File: config.mk
export PLATFORM = sky130hd
export DESIGN_NAME = date_bcd_counter
export DESIGN_NICKNAME = d
export VERILOG_FILES = /design/src/rtl/date_bcd_counter.sv
export SDC_FILE = /design/constraint.sdc
export NUM_CORES = 1
export LEC_CHECK = 0
export ABC_AREA = 1
export BUFFER_PORTS_ARGS = -buffer_cell sky130_fd_sc_hd__buf_2
export CAP_MARGIN = 20
export CORE_UTILIZATION = 45
export CTS_BUF_LIST = sky130_fd_sc_hd__clkbuf_16
export CTS_CLUSTER_DIAMETER = 200
export CTS_CLUSTER_SIZE = 10
export DETAILED_ROUTE_END_ITERATION = 8
export GPL_TIMING_DRIVEN = 0
export HOLD_SLACK_MARGIN = 0.05
export PLACE_DENSITY_LB_ADDON = 0.1
export SLEW_MARGIN = 20
export SYNTH_ARGS = -nofsm -noshare
export SYNTH_HDL_FRONTEND = slang
export SYNTH_SLANG_ARGS = --single-unit
File: constraint.sdc
create_clock -name clock_in -period 1.8 [get_ports clock_in]
set_input_delay 0.36 -clock clock_in [delete_from_list [all_inputs] [get_ports clock_in]]
set_output_delay 0.36 -clock clock_in [all_outputs]
set_load 0.01 [all_outputs]
File: src/rtl/date_bcd_counter.sv
// BCD calendar date counter: advances day/month/year on a day rollover pulse and
// accepts validated date loads from the setting logic.
module date_bcd_counter #(
   parameter logic [15:0] RESET_YEAR  = 16'h2000,
   parameter logic [7:0]  RESET_MONTH = 8'h01,
   parameter logic [7:0]  RESET_DAY   = 8'h01
) (
   input  logic        clock_in,
   input  logic        reset,
   input  logic        day_tick,
   input  logic        load,
   input  logic [7:0]  load_day,
   input  logic [7:0]  load_month,
   input  logic [15:0] load_year,
   output logic [7:0]  day,
   output logic [7:0]  month,
   output logic [15:0] year,
   output logic        leap,
   output logic        month_tick,
   output logic        year_tick,
   output logic        load_err
);

   logic [7:0]  day_q, day_d;
   logic [7:0]  month_q, month_d;
   logic [15:0] year_q, year_d;
   logic        month_tick_q, month_tick_d;
   logic        year_tick_q, year_tick_d;
   logic        load_err_q, load_err_d;
   logic [7:0]  last_cur;
   logic [7:0]  last_load;
   logic        load_ok;

   // Divisibility by 4 of a two-digit BCD value, decided on the digits alone.
   function automatic logic pair_div4(input logic [7:0] p);
      logic [3:0] o;
      o = p[3:0];
      if (p[4]) return (o == 4'd2) || (o == 4'd6);
      else      return (o == 4'd0) || (o == 4'd4) || (o == 4'd8);
   endfunction

   function automatic logic is_leap(input logic [15:0] y);
      if (y[7:0] == 8'h00) return pair_div4(y[15:8]);
      else                 return pair_div4(y[7:0]);
   endfunction

   function automatic logic [7:0] last_day(input logic [7:0] m, input logic lp);
      logic [7:0] r;
      case (m)
         8'h02:                      r = lp ? 8'h29 : 8'h28;
         8'h04, 8'h06, 8'h09, 8'h11: r = 8'h30;
         default:                    r = 8'h31;
      endcase
      return r;
   endfunction

   function automatic logic [7:0] inc_pair(input logic [7:0] p);
      if (p[3:0] == 4'd9) return {p[7:4] + 4'd1, 4'd0};
      else                return {p[7:4], p[3:0] + 4'd1};
   endfunction

   function automatic logic [15:0] inc_year(input logic [15:0] y);
      logic [15:0] r;
      logic        c;
      r = y;
      c = 1'b1;
      for (int i = 0; i < 4; i++) begin
         if (c) begin
            if (r[4*i +: 4] == 4'd9) begin
               r[4*i +: 4] = 4'd0;
            end else begin
               r[4*i +: 4] = r[4*i +: 4] + 4'd1;
               c = 1'b0;
            end
         end
      end
      return r;
   endfunction

   function automatic logic digits_ok(input logic [15:0] v);
      return (v[3:0] <= 4'd9) && (v[7:4] <= 4'd9) && (v[11:8] <= 4'd9) && (v[15:12] <= 4'd9);
   endfunction

   // Once every nibble is a decimal digit, plain binary compares order BCD values correctly.
   assign last_cur  = last_day(month_q, is_leap(year_q));
   assign last_load = last_day(load_month, is_leap(load_year));
   assign load_ok   = digits_ok(load_year) && digits_ok({load_month, load_day})
                      && (load_month != 8'h00) && (load_month <= 8'h12)
                      && (load_day != 8'h00) && (load_day <= last_load);

   always_comb begin
      day_d        = day_q;
      month_d      = month_q;
      year_d       = year_q;
      month_tick_d = 1'b0;
      year_tick_d  = 1'b0;
      load_err_d   = 1'b0;
      if (load) begin
         if (load_ok) begin
            day_d   = load_day;
            month_d = load_month;
            year_d  = load_year;
         end else begin
            load_err_d = 1'b1;
         end
      end else if (day_tick) begin
         if (day_q != last_cur) begin
            day_d = inc_pair(day_q);
         end else begin
            day_d        = 8'h01;
            month_tick_d = 1'b1;
            if (month_q != 8'h12) begin
               month_d = inc_pair(month_q);
            end else begin
               month_d     = 8'h01;
               year_d      = inc_year(year_q);
               year_tick_d = 1'b1;
            end
         end
      end
   end

   always_ff @(posedge clock_in or negedge reset) begin
      if (!reset) begin
         day_q        <= RESET_DAY;
         month_q      <= RESET_MONTH;
         year_q       <= RESET_YEAR;
         month_tick_q <= 1'b0;
         year_tick_q  <= 1'b0;
         load_err_q   <= 1'b0;
      end else begin
         day_q        <= day_d;
         month_q      <= month_d;
         year_q       <= year_d;
         month_tick_q <= month_tick_d;
         year_tick_q  <= year_tick_d;
         load_err_q   <= load_err_d;
      end
   end

   assign day        = day_q;
   assign month      = month_q;
   assign year       = year_q;
   assign leap       = is_leap(year_q);
   assign month_tick = month_tick_q;
   assign year_tick  = year_tick_q;
   assign load_err   = load_err_q;

endmodule

Word level (Yosys, flattened, before mapping)
Cells that the tools add are included.
Cells by class
  add/sub/neg operators: 8
  multiply operators: 0
  divide/modulo/power cells: 0
  $lt $le $gt $ge: 10
  equal/unequal tests: 39
  shifts and indexed selects: 0
  muxes and demuxes: 59
  bitwise logic cells: 0
  reductions and logical operators: 45
Operators by type and width (number)
  $mux 8: 11
  $mux 16: 5
  $eq 4x4->1 const B: 10
  $mux 1: 34
  $add 4x1->4 const B: 8
  $eq 4x3->1 const B: 8
  $eq 8x3->1 const B: 4
  $le 4x4->1 const B: 8
  $mux 4: 7
  $pmux 5 s2: 2
  $eq 4x2->1 const B: 4
  $eq 8x2->1 const B: 2
  $eq 8x4->1 const B: 2
  $eq 8x5->1 const B: 2
  $logic_not 4->1: 4
  $logic_not 8->1: 2
  $reduce_bool 8->1: 2
  $reduce_and 5->1: 3
  $logic_or 1x1->1: 12
  $logic_and 1x1->1: 11
  $le 8x5->1 const B: 1
  $le 8x8->1: 1
  $ne 8x5->1 const B: 1
  $ne 8x8->1: 1
  8 further kinds: 16
Storage, ports and cells
  flip-flop bits (word level): 35
  bits in latches: 0
  memory bits (writable): 0
  bits in read-only memories: 0
  input bits: 36
  output and inout bits: 36
  logic and storage cells: 172
  memories: 0

Longest topological paths before layout
  depth after elaboration: 26
  gate-level depth with buffers: 19
  gate-level depth less buffers: 19

Least setup slack after synthesis
No wires, ideal clock.
  path kind: input to register
  start point: input load_month[5]
  end point: register year_q[9], in the netlist year[9]
  setup time: 0.117 ns
  arrival time: 2.323 ns
  required time: 1.683 ns
  path slack: -0.640 ns
  stages on the path: 18
  path buffers: 0
  cells stage by stage: nor3_2 nand2_1 nor2_1 inv_1 o211ai_1 o31ai_1 ha_1 nand3_1 a21oi_1 nor2_1 nor2_1 nand2_1 nand2_1 nand2_4 a21oi_4 nand2_1 nand2_1 nand2_1
Between the ends
  word-level cells in the longest chain between the ends: 9
  elaborated cells on any way between the ends: 19
  those cells by class: order compare: 3; eq/ne: 6; mux: 1; reduce/logical: 9
RTL lines
  start, declared: line 13  | input logic [7:0] load_month,
  branches (longest 6 deep; another with $le 8x8->1)
  $logic_and 1x1->1 *: line 89  | && (load_day != 8'h00) && (load_day <= last_load);
  $ne 2x1->1 (no source line) *
  $reduce_and 5->1 (no source line) *
  end signal, assigned: line 134  | year_q <= year_d;
  end, declared: line 26  | logic [15:0] year_q, year_d;
Mark *: on every way between the ends.
A chain may end at the register's enable or synchronous reset.

Final worst setup path
  start point: input load_month[7]
  end point: register year_q[7], in the netlist year[7]
Same word-level chain as after synthesis.

==> metrics.md <==
| Metric | Value |
|---|---|
| Number of violations reported at the end of detailed-routing iteration 0 | `about 140` |
| Worst Setup End Kind | `flip-flop` |
| Setup Slack @ Placement | `-1.27 ns` |
| FF+latch count, synth | `35` |
| Worst setup slack after layout | `-0.679 ns` |
| Total power density per cell area | `934 mW/mm^2` |
| Core area | `between 0.005 and 0.006 sq mm` |
| GRT overflow | `0` |
| Via density | `5.30` |
| Most frequent cells in the layout | `nand2_1 (119), buf_2 (69), inv_1 (40)` |
| Die Height | `80.9 um` |
| Top cell type's share of synthesized area | `28.6%` |
| Number of global-route vias before repair | `about 2,900` |
| Total wirelength of the detailed-routed design | `8.40 mm` |
| Setup repair after global routing missed its margin | `yes` |
| Proportion of synthesized chip area in sequential cells | `31.4%` |
| Hold-fix buffer count after cts | `0` |
| Drt first pass iters | `5` |
| Post-synth top area cell | `dfrtp_1` |
| Multiplexer area fraction after synthesis | `0%` |
| Met2 global-route usage | `between 40 and 50%` |
| Relative slew margins | `approximately 45%` |
| Global-route track usage on met1 | `a little over a third` |
| DPL Wire Length | `6.05 mm` |
| Average wire per cell in the routed design | `~14 um` |
| Measured slew at the worst slew-check pin | `about 0.82 ns` |
| Most common cell after layout, fill and taps aside | `nand2_1` |
| Cell Rows | `28` |
| Setup tns final | `-19.57 ns` |
| End-of-flow core utilization | `62.8%` |
| Worst Path Arrival | `2.69 ns` |
| Top Ports | `72` |
| Routability-driven placement congestion ratio | `0.890` |
| Adder and majority cell fraction of the synthesized area | `4.02%` |
| Fraction of met3 tracks used by global routing | `about 3.5%` |
| Max-cap viol count | `0` |
| Mapped cell area | `0.00280 sq mm` |
| Initial antenna violation count | `0` |
| TritonCTS clock tree | `yes` |
| Min-Delay Path Class | `input port to asynchronous set/reset pin` |
| Cell area reported after detailed placement | `0.00325 sq mm` |
| Max clock buf depth | `2` |
| Total Nets Final | `approximately 560` |
| Final count of hold timing violations | `0` |
| Largest vdd supply drop | `520 uV` |
| Area delta synth->final | `33.5%` |
| Most congested layer reported by global routing | `met2` |
| First-pass GRT wire length | `13.6 mm` |
| Net count after synthesis | `461` |
| Number of sinks on the clock net | `35` |
| Die Area | `0.00654 sq mm` |
| Clock-pin slew of the registers on the worst-case setup and hold paths | `approximately 0.060 ns` |
| Antenna viol nets, final | `0` |
| Maximum fanout encountered on the critical timing path | `6` |
| Effective utilization at floorplan | `a little under half` |
| Share of post-route cells with drive strength above 1 | `31.3%` |
| CTS H-Tree Depth | `2` |
| Main combinational cell family by area after synthesis | `simple AND/OR/NAND/NOR gates` |
| Syn_area_per_cell | `6.73 sq um` |
| Data required time of the critical path | `2.01 ns` |
| Setup-violating endpoint count in the final report | `34` |
| Number of buffers created by CTS | `5` |
| Final antenna diode count | `0` |
| Max Slew Vio Count | `0` |
| Worst skew pair latency | `0.28 ns` |
| Root buffer selected by CTS | `clkbuf_16` |
| Clock Skew | `0.00960 ns` |
| Total global routing track utilization | `between 20% and 30%` |
| Violations in the final reports | `negative setup slack` |
| Width of the die | `80.9 um` |
| Post-route cell area | `around 0.0037 sq mm` |
| Crit start category | `input port` |
| Yosys warning total | `0` |
| Top cells by area, synth | `dfrtp_1 (29%), nand2_1 (17%), o21ai_0 (7.2%), nand3_1 (6.4%), inv_1 (5.8%)` |
| Fin crit share | `138%` |
| Critical setup path kind | `input port to flip-flop` |
| Status | `complete, but fails checks` |
| Via count | `3,123` |
| Pin count of the biggest net entering global routing | `36` |
| Hold Worst Slack | `0.176 ns` |
| Minimum clock period | `2.48 ns` |
| Port Buffer Count | `70` |
| Share of the synthesized netlist area taken by xor and xnor gates | `about 3.4%` |
| Compound-cell area share of the yosys netlist | `14.3%` |
| Total leakage power | `1.87 nW` |
| Simple-gate area share of the yosys netlist | `38.3%` |
| # DRC | `0` |
| Synthesized instance count | `416` |
| Number of library cell types mapped by synthesis | `38` |
| FMAX | `0.403 GHz` |
final cells by class:
class,instances,area (sq um)
inverters,48,185
fillers,567,2220
plain buffers,7,60.1
repair buffers,90,532
clock buffers,5,125
clock inverters,3,43.8
flip-flops and latches,35,883
well taps,75,93.8
multi-input cells,326,1810
path summary, 6_finish.rpt:
kind                               startpoint    endpoint  cells after the start  slack, ns
worst min register to register       year[13]    year[13]                      2       0.50
min in group clock_in                day_tick  month_tick                      3       0.37
worst min-delay path                    reset     year[4]                      1       0.18
max in group asynchronous               reset     year[1]                      1       1.06
worst max-delay path            load_month[7]     year[7]                     19      -0.68
worst max register to register       month[4]     year[7]                     13      -0.37
cells by family after synthesis:
family,after synthesis
and+or+nand+nor,237
AOI/OAI and AO/OA,69
buffers and inverters,55
DFF,35
xor gates and xnor gates,11
adders and majority gates,9
metal layers:
layer  part of all wire, %  routed length (um)
met1                    45                3740
met2                    48                4020
met3                   5.4                 451
met4                   2.1                 180
met5                     0                   0
state kept, by name, summed over array words and instances (netlist names):
| register | cells |
|---|---|
| day | 8 |
| load_err | 1 |
| month | 8 |
| month_tick | 1 |
| year | 16 |
| year_tick | 1 |
metrics by stage:
stage / std cells / total power (W)
6_report: 589 / 0.00349
5_1_grt: 589 / 0.00372
4_1_cts: 587 / 0.00345
3_5_place_dp: 561 / 0.00236
3_3_place_gp: 561 / 0.00234
2_1_floorplan: 416 / 0.00193
where the power goes:
part           internal [W]  switching (W)
clock              0.000653       0.000354
sequential         0.000965       0.000249
combinational      0.000514       0.000756
cell usage after synthesis (all sizes together):
cell / n
and2: 2
o41ai: 2
o211ai: 2
nor4: 1
dfstp: 3
a21oi: 16
xnor2: 1
inv: 48
o21ai: 41
nor3b: 1
nand4: 11
o31ai: 5
nor3: 7
nor2: 43
or2: 2
dfrtp: 32
o22ai: 2
nand3b: 2
nand2: 131
buf: 4
clkbuf: 3
a31oi: 1
ha: 9
xor2: 10
nand3: 37
timing repair:
action / in CTS / in global routing
gates cloned: 1 / 0
buffers inserted: 17 / 2
resized for setup: 36 / 22
endpoints found under the setup margin: 34 / 36
pin swaps: 19 / 13
critical path, cell delays in order:
cell	delay, ns
buf_8	0.10
nor3_4	0.22
nand2_2	0.11
nor2_4	0.13
inv_2	0.06
o211ai_1	0.09
o31ai_2	0.11
ha_2	0.34
nand3_2	0.06
a21oi_2	0.13
nor2_1	0.06
nor2_1	0.09
nand2_1	0.07
nand2_2	0.10
nand2_4	0.08
a21oi_4	0.23
buf_6	0.16
nand4_1	0.09
nand2_1	0.10
No activity file was read; power rests on OpenSTA's default activity.
